### src/rtl/cnn_frame_scheduler.sv
// Batch sequencer for the BNN CNN core: starts each image, streams NPIX
// pixel words on core strobes, waits for done and decodes the result.
module cnn_frame_scheduler #(
    parameter int PIX_W = 32,
    parameter int NPIX  = 784,
    parameter int NCLS  = 10,
    parameter int TMO   = 65535
) (
    input  logic             clk,
    input  logic             rst,
    input  logic             go,
    input  logic [15:0]      n_frames,
    input  logic             abort,
    input  logic             s_valid,
    input  logic [PIX_W-1:0] s_data,
    output logic             s_ready,
    output logic             cnn_start,
    output logic [PIX_W-1:0] cnn_din,
    input  logic             cnn_din_ready,
    input  logic [NCLS-1:0]  cnn_classes,
    input  logic             cnn_done,
    output logic             res_valid,
    output logic [3:0]       res_label,
    output logic [NCLS-1:0]  res_classes,
    output logic [3:0]       res_err,
    output logic [15:0]      res_frame,
    output logic             busy,
    output logic             batch_done
);

    typedef enum logic [2:0] {
        S_IDLE, S_START, S_LOAD, S_WAIT, S_REPORT
    } state_t;

    localparam logic [10:0] LAST_PIX = 11'(NPIX - 1);
    localparam logic [15:0] TMO_C    = 16'(TMO);

    state_t            r_state;
    state_t            w_next;
    logic [15:0]       r_nfr;
    logic [15:0]       r_frame;
    logic [15:0]       r_wd;
    logic [10:0]       r_pix;
    logic [3:0]        r_err;
    logic [3:0]        r_label;
    logic [3:0]        r_rerr;
    logic [NCLS-1:0]   r_rcls;
    logic [15:0]       r_rframe;

    logic              w_strobe;
    logic              w_under;
    logic              w_early;
    logic              w_tmo;
    logic              w_cap;
    logic              w_more;
    logic [NCLS-1:0]   w_cls;
    logic [3:0]        w_lab;
    logic [4:0]        w_pop;
    logic [3:0]        w_err_cap;

    assign w_strobe = (r_state == S_LOAD) && cnn_din_ready;
    assign w_under  = w_strobe && !s_valid;
    assign w_early  = (r_state == S_LOAD) && cnn_done;
    assign w_tmo    = (r_state == S_WAIT) && !cnn_done && (r_wd == TMO_C);
    assign w_cap    = w_early || ((r_state == S_WAIT) && (cnn_done || r_wd == TMO_C));
    assign w_more   = ({1'b0, r_frame} + 17'd1) < {1'b0, r_nfr};
    assign w_cls    = w_tmo ? '0 : cnn_classes;

    // Lowest set bit wins the label; an empty vector decodes to 0xF.
    always_comb begin
        w_lab = 4'hF;
        w_pop = 5'd0;
        for (int i = NCLS - 1; i >= 0; i--) begin
            if (w_cls[i]) begin
                w_lab = 4'(i);
            end
            w_pop = w_pop + {4'd0, w_cls[i]};
        end
    end

    assign w_err_cap = r_err | {w_early, (w_pop != 5'd1), w_tmo, w_under};

    always_ff @(posedge clk or posedge rst) begin
        if (rst) begin
            r_state <= S_IDLE;
        end else begin
            r_state <= w_next;
        end
    end

    always_comb begin
        w_next = r_state;
        if (abort) begin
            w_next = S_IDLE;
        end else begin
            case (r_state)
                S_IDLE:   if (go) w_next = S_START;
                S_START:  w_next = S_LOAD;
                S_LOAD: begin
                    if (cnn_done) begin
                        w_next = S_REPORT;
                    end else if (cnn_din_ready && r_pix == LAST_PIX) begin
                        w_next = S_WAIT;
                    end
                end
                S_WAIT:   if (w_cap) w_next = S_REPORT;
                S_REPORT: w_next = w_more ? S_START : S_IDLE;
                default:  w_next = S_IDLE;
            endcase
        end
    end

    // Handshake outputs are masked by abort so nothing leaks in that cycle.
    always_comb begin
        busy       = (r_state != S_IDLE);
        cnn_start  = (r_state == S_START) && !abort;
        s_ready    = w_strobe && !abort;
        cnn_din    = ((r_state == S_LOAD) && s_valid) ? s_data : '0;
        res_valid  = (r_state == S_REPORT) && !abort;
        batch_done = res_valid && !w_more;
    end

    always_ff @(posedge clk or posedge rst) begin
        if (rst) begin
            r_nfr    <= '0;
            r_frame  <= '0;
            r_wd     <= '0;
            r_pix    <= '0;
            r_err    <= '0;
            r_label  <= '0;
            r_rerr   <= '0;
            r_rcls   <= '0;
            r_rframe <= '0;
        end else if (!abort) begin
            case (r_state)
                S_IDLE: begin
                    if (go) begin
                        r_nfr   <= (n_frames == 16'd0) ? 16'd1 : n_frames;
                        r_frame <= '0;
                    end
                end
                S_START: begin
                    r_pix <= '0;
                    r_err <= '0;
                    r_wd  <= '0;
                end
                S_LOAD: begin
                    if (cnn_din_ready) r_pix <= r_pix + 11'd1;
                    if (w_under) r_err[0] <= 1'b1;
                end
                S_WAIT:   if (!w_cap) r_wd <= r_wd + 16'd1;
                S_REPORT: if (w_more) r_frame <= r_frame + 16'd1;
                default: ;
            endcase
            if (w_cap) begin
                r_rcls   <= w_cls;
                r_label  <= w_lab;
                r_rerr   <= w_err_cap;
                r_rframe <= r_frame;
            end
        end
    end

    assign res_label   = r_label;
    assign res_classes = r_rcls;
    assign res_err     = r_rerr;
    assign res_frame   = r_rframe;

endmodule

### config.mk
export PLATFORM = sky130hd
export DESIGN_NAME = cnn_frame_scheduler
export DESIGN_NICKNAME = d
export VERILOG_FILES = /design/src/rtl/cnn_frame_scheduler.sv
export SDC_FILE = /design/constraint.sdc
export NUM_CORES = 1
export LEC_CHECK = 0
export ABC_AREA = 1
export ABC_CLOCK_PERIOD_IN_PS = 4400
export CAP_MARGIN = 10
export CORE_MARGIN = 2
export CORE_UTILIZATION = 50
export DETAILED_ROUTE_END_ITERATION = 10
export PLACE_DENSITY = 0.8
export SLEW_MARGIN = 0
export SYNTH_ARGS = -nofsm -noshare
export SYNTH_HDL_FRONTEND = slang
export SYNTH_SLANG_ARGS = --single-unit
### constraint.sdc
create_clock -name clk -period 4.4 [get_ports clk]
set_clock_uncertainty 0.1 [all_clocks]
set_input_delay 0.88 -clock clk [delete_from_list [all_inputs] [get_ports clk]]
set_output_delay 0.88 -clock clk [all_outputs]
set_load 0.01 [all_outputs]
* Yosys cells after proc, flatten, opt, wreduce, memory -nomap -nowiden
Cells that the tools add are included.
Operators by class: magnitude comparators 1, $add $sub $neg 13, bitwise gates (word level) 2, multipliers 0, div/mod/pow operators 0, shifts and indexed selects 0, equality and inequality tests 15, multiplexer cells 29, reductions and logical operators 31
Operators with widths (number):
- $mux 16 | 4
- $pmux 16 s2 | 2
- $mux 4 | 9
- $add 16x1->16 const B | 2
- $mux 32 | 1
- $add 5x1->5 | 5
- $pmux 11 s2 | 1
- $mux 3 | 6
- $add 16x1->17 const B | 1
- $lt 17x16->1 | 1
- $eq 16x16->1 const B | 1
- $logic_not 16->1 | 1
- $pmux 3 s5 | 1
- $reduce_and 3->1 | 5
- $logic_and 1x1->1 | 12
- $add 11x1->11 const B | 1
- $eq 11x10->1 const B | 1
- $mux 11 | 1
- $mux 10 | 1
- $ne 2x2->1 const B | 5
- $eq 3x2->1 const B | 2
- $ne 3x3->1 const B | 2
- $reduce_bool 2->1 | 3
- $add 4x1->5 | 1
- 17 further kinds | 22
Storage, ports and cells: word-level logic and storage cells 101, input port bits 65, bits in registers 97, memories 0, latch bits 0, ROM bits 0, memory bits (writable) 0, output and inout bits 71

* Logic depth before layout (Yosys ltp)
Gate-level depths: netlist (run 1).
word-level depth 15, gate-level depth with buffers 21, gate-level depth less buffers 21

* Worst setup path before layout (run 1)
OpenSTA, ideal clock, no wires.
path type input to register, from input cnn_done, to register r_rerr[2], in the netlist res_err[2], stages on the path 14, path slack 0.336 ns, buffers on the path 1, library setup time 0.116 ns, data required time 4.184 ns, data arrival time 3.848 ns, path through nor3_2 nand3_1 buf_2 nand2_1 fa_1 fa_1 fa_1 inv_1 ha_1 inv_1 fa_1 o2111ai_1 nand2_1 nand2_1
On the way: cells in the longest elaborated chain, start to end 15, elaborated cells between the ends (all ways) 20, those cells by class 9 x add/sub; 1 x eq/ne; 1 x mux; 1 x bitwise; 8 x reduce/logical
RTL lines:
- start, declared | line 21 | input logic cnn_done,
- $logic_not 1->1 | line 64 | assign w_tmo = (r_state == S_WAIT) && !cnn_done && (r_wd == TMO_C);
- $logic_and 1x1->1 (2 in series) | line 64
- $mux 10 | line 67 | assign w_cls = w_tmo ? '0 : cnn_classes;
- $add 1x1->2 | line 77 | w_pop = w_pop + {4'd0, w_cls[i]};
- $add 2x1->3 | line 77
- $add 3x1->4 | line 77
- $add 4x1->5 | line 77
- $add 5x1->5 (5 in series) | line 77
- $ne 5x1->1 | line 81 | assign w_err_cap = r_err | {w_early, (w_pop != 5'd1), w_tmo, w_under};
- $or 1x4->4 | line 81
- end signal, assigned | line 158 | r_rerr <= w_err_cap;
- end, declared | line 46 | logic [3:0] r_rerr;
Parallel ways exist; a longest one is shown, timed or not. A chain may end at the register's enable or synchronous reset.

* Worst setup path after layout (run 1)
from register r_wd[0], to register r_rerr[2], in the netlist res_err[2]
On the way: cells in the longest elaborated chain, start to end 14, elaborated cells between the ends (all ways) 18, those cells by class 9 x add/sub; 2 x eq/ne; 1 x mux; 1 x bitwise; 5 x reduce/logical
RTL lines:
- start, declared | line 42 | logic [15:0] r_wd;
- start signal, assigned | line 151 | S_WAIT: if (!w_cap) r_wd <= r_wd + 16'd1;
- $eq 16x16->1 * | line 64, 65
- $logic_and 1x1->1 | line 64
- $mux 10 | line 67
- $add 1x1->2 | line 77
- $add 2x1->3 | line 77
- $add 3x1->4 | line 77
- $add 4x1->5 | line 77
- $add 5x1->5 (5 in series) | line 77
- $ne 5x1->1 | line 81
- $or 1x4->4 | line 81
Mark *: on every way between the ends. The rest lies on a longest branch, timed or not.

==> results of run 1 <==
==> cell type report <==
class	instances	area [µm²]	area share [%]
sequential	97	2430	31.9
multi-input combinational	509	2690	35.3
timing repair buffer	150	1470	19.3
clock buffer	9	225	2.96
clock inverter	7	82.6	1.08
tap	143	179	2.35
inverter	145	547	7.18
==> sequential cells by signal, indices dropped and copies added (netlist names) <==
signal / flops
res_frame: 16
r_pix: 11
res_classes: 10
r_err: 1
r_frame: 16
res_err: 4
res_label: 4
r_nfr: 16
r_wd: 16
r_state: 3
==> power groups by stage <==
stage / clock network, mW / registers [mW] / logic, mW
after global routing: 0.873 / 1.28 / 1.35
after CTS: 0.827 / 1.26 / 1.21
after floorplan: 0 / 1.30 / 0.623
final: 0.816 / 1.26 / 1.21
after global placement: 0 / 1.26 / 1.18
after detailed placement: 0 / 1.27 / 1.20
==> per-layer routing <==
metal / global-route usage, % / vias to the layer above
met5: 0 / -
met4: 6.01 / 0
met3: 4.26 / 14
met2: 35.7 / 138
met1: 31.6 / 2399
li1: - / 2677
==> logic make-up (layout without fill, tap and decap cells) <==
logic type	Yosys count	after routing
flip-flops	97	97
XOR/XNOR	12	12
adder cells (fa/ha/maj)	26	26
buffers and inverters	164	311
AO/OA/AOI/OAI	99	99
AND/OR/NAND/NOR	372	372
==> placed cells by master (no fill, tap or decap), drive strengths merged, types with 15 or more instances in the layout <==
master,netlist,routed
nor3,18,18
nand2,210,210
clkdlybuf4s50,0,133
buf,12,15
inv,145,150
ha,20,20
nor2,96,96
nand3,26,26
dfrtp,97,97
o21ai,62,62
a21oi,26,26
==> critical path: cells and delay by family, from the launching register on <==
| kind | cells | cell delay, ns |
|---|---|---|
| flip-flops | 1 | 0.42 |
| AO/OA/AOI/OAI | 1 | 0.11 |
| adder cells (fa/ha/maj) | 6 | 2.36 |
| AND/OR/NAND/NOR | 8 | 0.66 |
| buffers and inverters | 4 | 0.32 |
==> how the worst max path moves through the flow <==
| stage | end | slack, ns | cells after the start | start |
|---|---|---|---|---|
| finish | res_err[2] | 0.32 | 19 | r_wd[0] |
| global route | res_err[2] | 0.005 | 19 | r_wd[0] |
| CTS | batch_done | 0.04 | 16 | r_frame[0] |
| detailed placement | res_err[2] | -0.38 | 14 | cnn_done |
| global placement | res_err[2] | -0.29 | 14 | cnn_done |
| floorplan | res_err[2] | 0.34 | 14 | cnn_done |
==> repair_timing <==
| action | in CTS | in global routing |
|---|---|---|
| endpoints found under the setup margin | 2 | 2 |
| resized for setup | 3 | 5 |
| setup buffers | 0 | 0 |
| pin swaps | 0 | 1 |
==> results.ini, run 1 <==
[worst_setup_path]
critical_path_class = flop to flop
worst-endpoint-arrival_ns = 4.22
critical-path-slowest-cell = sky130_fd_sc_hd__fa_1
cp_cell_sequence = ha_1, inv_1, nor2_1, nand2_1, nor2_2, nand2_1, nor2_1, nor2_1, inv_1, fa_1, fa_1, fa_1, inv_1, ha_1, inv_1, fa_1, o2111ai_1, nand2_1, nand2_1
timing.critical_path.to_type = flop
worst_setup_path_start_kind = flop
r2r-end = res_err[2]
regToRegStartpoint = r_wd[0]
worst-endpoint-required_ns = 4.54
max_stage_delay_ns = 0.56
worst-r2r-setup-slack_ns = 0.32
critical_path.max_fanout = 4
worst_r2r_path_depth = 19

[floorplanning]
dieHeight_um = 111
die_w_um = 111
design.die.area_um2 = 12400
io_pins = 136
fp-row-count = 39
core_region_um2 = 11300
initial_standard_cell_utilization_of_the_core_pct = 50.9

[global_routing]
grt_max_degree = 64
grtUsageTotal_pct = 22.4
first_global_vias = 4912
antenna_found_initial = 0
grt.overflow.total = 0
global_route_wire_length_before_repair_um = 23000

[power_and_ir_drop]
total_switching_power_mw = 1.14
pwr_density_cell_nw_per_um2 = 430
p_leak_nw = 3.88
clock_power_share_pct = 24.9
p_seq_share_pct = 38.3
p_total_mw = 3.28
power.share.switching_pct = 34.7
design_internal_power_mw = 2.14
peakVddDrop_v = 0.000245
share_comb_of_total_power_pct = 36.8

[sta]
setup-tns-final_ns = 0
post-route-min-period_ns = 4.08
rsz0062_at_grt = no
fmax_ghz = 0.245
setup_viol = 0
final.setup.worst_slack_ns = 0.323
max_transition_viols_final = 0
worst_max_slew_margin_expressed_relative_to_the_limit_pct = 39.7
hold_slack_ns = 0.383
period_utilization_post_route_pct = 92.7
worst_slew_pin_slew_ns = 0.902
finalHoldViolCount = 0

[routing]
wire_per_inst_um = 12.7
detailroute.via_count = 5228
wl_met3_um = 759
drt_wl_total_um = 13500
detail-route-antenna-nets = 0
drc = 0
top_layer_used = met4
drt-initial-drc-count = 379
dr.pass1.iters = 6
detail_route.wirelength.met1_um = 6290
met2_length_um = 6260
via_per_inst = 4.93

[clocking]
clkSlewWorstSetupHoldPaths_ns = 0.07
clkSinkCount = 97
htree_num_levels = 3
clk_latency_ns = 0.34
hold_buffer_count_at_cts = 0
tritoncts = yes
tritoncts.num_buffers = 9
cts.root.buffer_cell = sky130_fd_sc_hd__clkbuf_16
cts_max_path_buffers = 2

[synth]
syn_area_um2 = 5760
syn-num-nets = 861
asyncSetResetFlopFracSynth_pct = 100
synth_fa_ha_area_share_pct = 6.43
synth-seq-cells = 97
yosysUniqueCellTypes = 41
yosys-top-cells-area = sky130_fd_sc_hd__dfrtp_1, sky130_fd_sc_hd__nand2_1, sky130_fd_sc_hd__inv_1
synth-seq-area-share_pct = 42.1
yosys.area.top_type_share_pct = 42.1
synth_top_flop_cell = sky130_fd_sc_hd__dfrtp_1
synth.avg_cell_area_um2 = 7.48
synth_most_common_cell = sky130_fd_sc_hd__nand2_1
synthCells = 770
yosys.area_share.xor_xnor_pct = 1.82
synth_mux_area_share_pct = 0
yosysWarningCount = 0
synth_enable_flop_cells = 0
synth_top_family_by_area = simple AND/OR/NAND/NOR gates
yosysTopAreaCell = sky130_fd_sc_hd__dfrtp_1
synthSimpleGateAreaFrac_pct = 28.5
synth_top_cells_by_count = sky130_fd_sc_hd__nand2_1, sky130_fd_sc_hd__inv_1, sky130_fd_sc_hd__dfrtp_1, sky130_fd_sc_hd__nor2_1, sky130_fd_sc_hd__o21ai_0
compound_cell_area_share_of_the_yosys_netlist_pct = 9.39

[cells_and_area]
final-instance-count-excl-fill = 1060
post_route_cells_drive_above_1_share_pct = 7.42
postLayoutCoreUtil_pct = 67.3
antenna_cells_inserted = 0
design.final.nets = 1003
final.fill_count = 906
area.growth.synth_to_final_pct = 32.2
design_area_um2 = 7620

[place]
post-place-ws_ns = -0.380
finalWeightedCongestion = 0.874
numPortBuffers = 135
placed_cells_incl_taps = 1044
detailedPlacementHpwl_um = 10300
placed_area_um2 = 7280

[worst_hold_path]
hold_path_class = flop to flop
hold-path-endpoint = res_label[0]
min-delay-start = res_label[0]
hold_path_depth = 2

[outcome]
outcome = complete, no violations

[job]
max-cap-violations = 0

Power figures use the tool's default switching activity.
==> inputs of run 2 (changes only) <==
--- a/config.mk
+++ b/config.mk
@@ -6,8 +6,8 @@
 export NUM_CORES = 1
 export LEC_CHECK = 0
 export ABC_AREA = 1
-export ABC_CLOCK_PERIOD_IN_PS = 4400
-export CAP_MARGIN = 10
+export ABC_CLOCK_PERIOD_IN_PS = 3910
+export CAP_MARGIN = 25
 export CORE_MARGIN = 2
 export CORE_UTILIZATION = 50
 export DETAILED_ROUTE_END_ITERATION = 10
==> constraint.sdc (replaced) <==
create_clock -name clk -period 3.91 [get_ports clk]
set_clock_uncertainty 0.1 [all_clocks]
set_input_delay 0.782 -clock clk [delete_from_list [all_inputs] [get_ports clk]]
set_output_delay 0.782 -clock clk [all_outputs]
set_load 0.01 [all_outputs]
==> results.ini, run 2 (same netlist as run 1, synthesis figures left out) <==
[worst_setup_path]
timing.critical_path.to_type = flop
max_stage_delay_ns = 0.52  ; -0.04 ns
worstPathBufferInverterCount = 5  ; +1
cp-startpoint = r_wd[1]
worst_setup_path_start_kind = flop
worst-endpoint-required_ns = 4.05  ; -0.49 ns
regToRegStartpoint = r_wd[1]
worst-r2r-setup-slack_ns = 0.05  ; -0.27 ns
r2r-end = res_err[2]
cp.depth = 20  ; +1
critical-path-slowest-cell = sky130_fd_sc_hd__fa_1
critical_path.max_fanout = 3  ; -1
critical_path_class = flop to flop
cp_cell_sequence = ha_2, inv_2, nor2_1, nand2_1, nor2_2, nand2_2, nor2_4, nor2_1, inv_1, fa_1, fa_1, fa_1, inv_1, ha_2, inv_1, fa_1, inv_1, o2111ai_1, nand2_1, nand2_1
worst-endpoint-arrival_ns = 4.00  ; -0.22 ns
worst_r2r_path_depth = 20  ; +1
timing.critical_path.to = res_err[2]
critPathTopFamily = adder cells

[routing]
wire_per_inst_um = 13.3  ; +4.3%
drc = 0  ; unchanged
drt-initial-drc-count = 336  ; -11%
detailroute.via_count = 5406  ; +3.4%
dr.pass1.iters = 5  ; -1
via_per_inst = 5.00  ; +1.3%
detail-route-antenna-nets = 0  ; unchanged
drt_wl_total_um = 14300  ; +6.5%

[sta]
hold_slack_ns = 0.374  ; -0.00906 ns
finalHoldViolCount = 0  ; unchanged
final.setup.worst_slack_ns = 0.0493  ; -0.274 ns
worst_slew_pin_slew_ns = 0.930  ; +0.0271 ns
rsz0062_at_grt = yes
setup_viol = 0  ; unchanged
period_utilization_post_route_pct = 98.7  ; +6.1 points
fmax_ghz = 0.259  ; +5.6%
max_transition_viols_final = 0  ; unchanged
worst_max_slew_margin_expressed_relative_to_the_limit_pct = 37.9  ; -1.7 points
setup-tns-final_ns = 0  ; unchanged
post-route-min-period_ns = 3.86  ; -0.216 ns

[clocking]
tritoncts = yes
cts.root.buffer_cell = sky130_fd_sc_hd__clkbuf_16
hold_buffer_count_at_cts = 0  ; unchanged
tritoncts.num_buffers = 9  ; unchanged
clk_latency_ns = 0.34  ; about the same
clkSlewWorstSetupHoldPaths_ns = 0.06  ; about the same
htree_num_levels = 3  ; unchanged
cts_max_path_buffers = 2  ; unchanged
clkSinkCount = 97  ; unchanged

[global_routing]
grt_max_degree = 59  ; -7.8%
grt.overflow.total = 0  ; unchanged
antenna_found_initial = 0  ; unchanged
first_global_vias = 5207  ; +6.0%
global_route_wire_length_before_repair_um = 24300  ; +5.6%
grtUsageTotal_pct = 24.1  ; +1.7 points

[floorplanning]
initial_standard_cell_utilization_of_the_core_pct = 50.9  ; unchanged
core_region_um2 = 11300  ; unchanged
design.die.area_um2 = 12400  ; unchanged
fp-row-count = 39  ; unchanged
dieHeight_um = 111  ; unchanged
io_pins = 136  ; unchanged
die_w_um = 111  ; unchanged

[power_and_ir_drop]
pwr_density_cell_nw_per_um2 = 480  ; +12%
p_leak_nw = 3.99  ; +2.7%
peakVddDrop_v = 0.000283  ; +15%
p_total_mw = 3.79  ; +16%

[cells_and_area]
layout.cells.most_common = sky130_fd_sc_hd__nand2_1
area.growth.synth_to_final_pct = 37.1
design.final.nets = 1027  ; +2.4%
antenna_cells_inserted = 0  ; unchanged
mostFrequentLayoutCells = sky130_fd_sc_hd__nand2_1, sky130_fd_sc_hd__inv_1, sky130_fd_sc_hd__clkdlybuf4s50_1, sky130_fd_sc_hd__dfrtp_1, sky130_fd_sc_hd__nor2_1
post_route_cells_drive_above_1_share_pct = 11.9  ; +4.5 points
postLayoutCoreUtil_pct = 69.7  ; +2.5 points

[outcome]
outcome = complete, no violations

[job]
max-cap-violations = 0  ; unchanged

[place]
numPortBuffers = 135  ; unchanged
finalWeightedCongestion = 0.901  ; +3.1%
post-place-ws_ns = -0.716  ; -0.337 ns
detailedPlacementHpwl_um = 10600  ; +3.4%

[worst_hold_path]
hold_path_class = flop to flop
hold_path_depth = 2  ; unchanged

run 2: changes by cell type in the layout (fill, tap and decap cells not counted), moves of 3 or more:
cell	previous run	this run
sky130_fd_sc_hd__buf_4	15	38
sky130_fd_sc_hd__ha_1	20	15
sky130_fd_sc_hd__inv_6	5	0
sky130_fd_sc_hd__nor2_1	85	80
sky130_fd_sc_hd__nor2_2	6	11
sky130_fd_sc_hd__nand2_1	205	201
sky130_fd_sc_hd__nand2_2	2	6
sky130_fd_sc_hd__ha_2	0	3
run 2: worst min-delay path: cells and delay by family, from the launching register on:
kind	cells	cell delay, ns
flip-flops	1	0.34
AND/OR/NAND/NOR	2	0.10
run 2: layout make-up:
| cell class | count | area (µm²) |
|---|---|---|
| multi-input combinational | 509 | 2780 |
| sequential | 97 | 2430 |
| inverter | 145 | 547 |
| timing repair buffer | 174 | 1650 |
| clock buffer | 11 | 253 |
| clock inverter | 3 | 65.1 |
| fill | 922 | 3430 |
| tap | 143 | 179 |
run 2: power breakdown:
part | internal, mW | switching (mW)
combinational | 0.684 | 0.751
sequential | 1.26 | 0.147
clock | 0.587 | 0.364
run 2: what timing repair did:
item                                    4_1_cts  5_1_grt
pin swaps                                     8       10
endpoints found under the setup margin        2        2
buffers inserted                              3        5
gates resized for setup                      10       22
run 2: stage by stage:
| stage | cells | instance area (µm²) |
|---|---|---|
| after CTS | 1077 | 7780 |
| after global routing | 1082 | 7900 |
| final | 1082 | 7900 |
| after detailed placement | 1060 | 7420 |
| after floorplan | 770 | 5780 |
| after global placement | 1060 | 7420 |
run 2: layer usage:
metal	vias up	part of all wire (%)	global-route usage [%]
li1	2715	-	-
met1	2489	44	32.0
met2	175	47	39.5
met3	27	6.9	4.98
met4	0	2.5	8.31
met5	-	0	0
run 2: how the worst min path moves through the flow:
stage	start	to
after detailed placement	res_frame[9]	res_frame[9]
final	res_frame[9]	res_frame[9]
after CTS	res_frame[9]	res_frame[9]
after global placement	res_frame[9]	res_frame[9]
after floorplan	r_nfr[11]	r_nfr[11]
after global routing	res_label[0]	res_label[0]
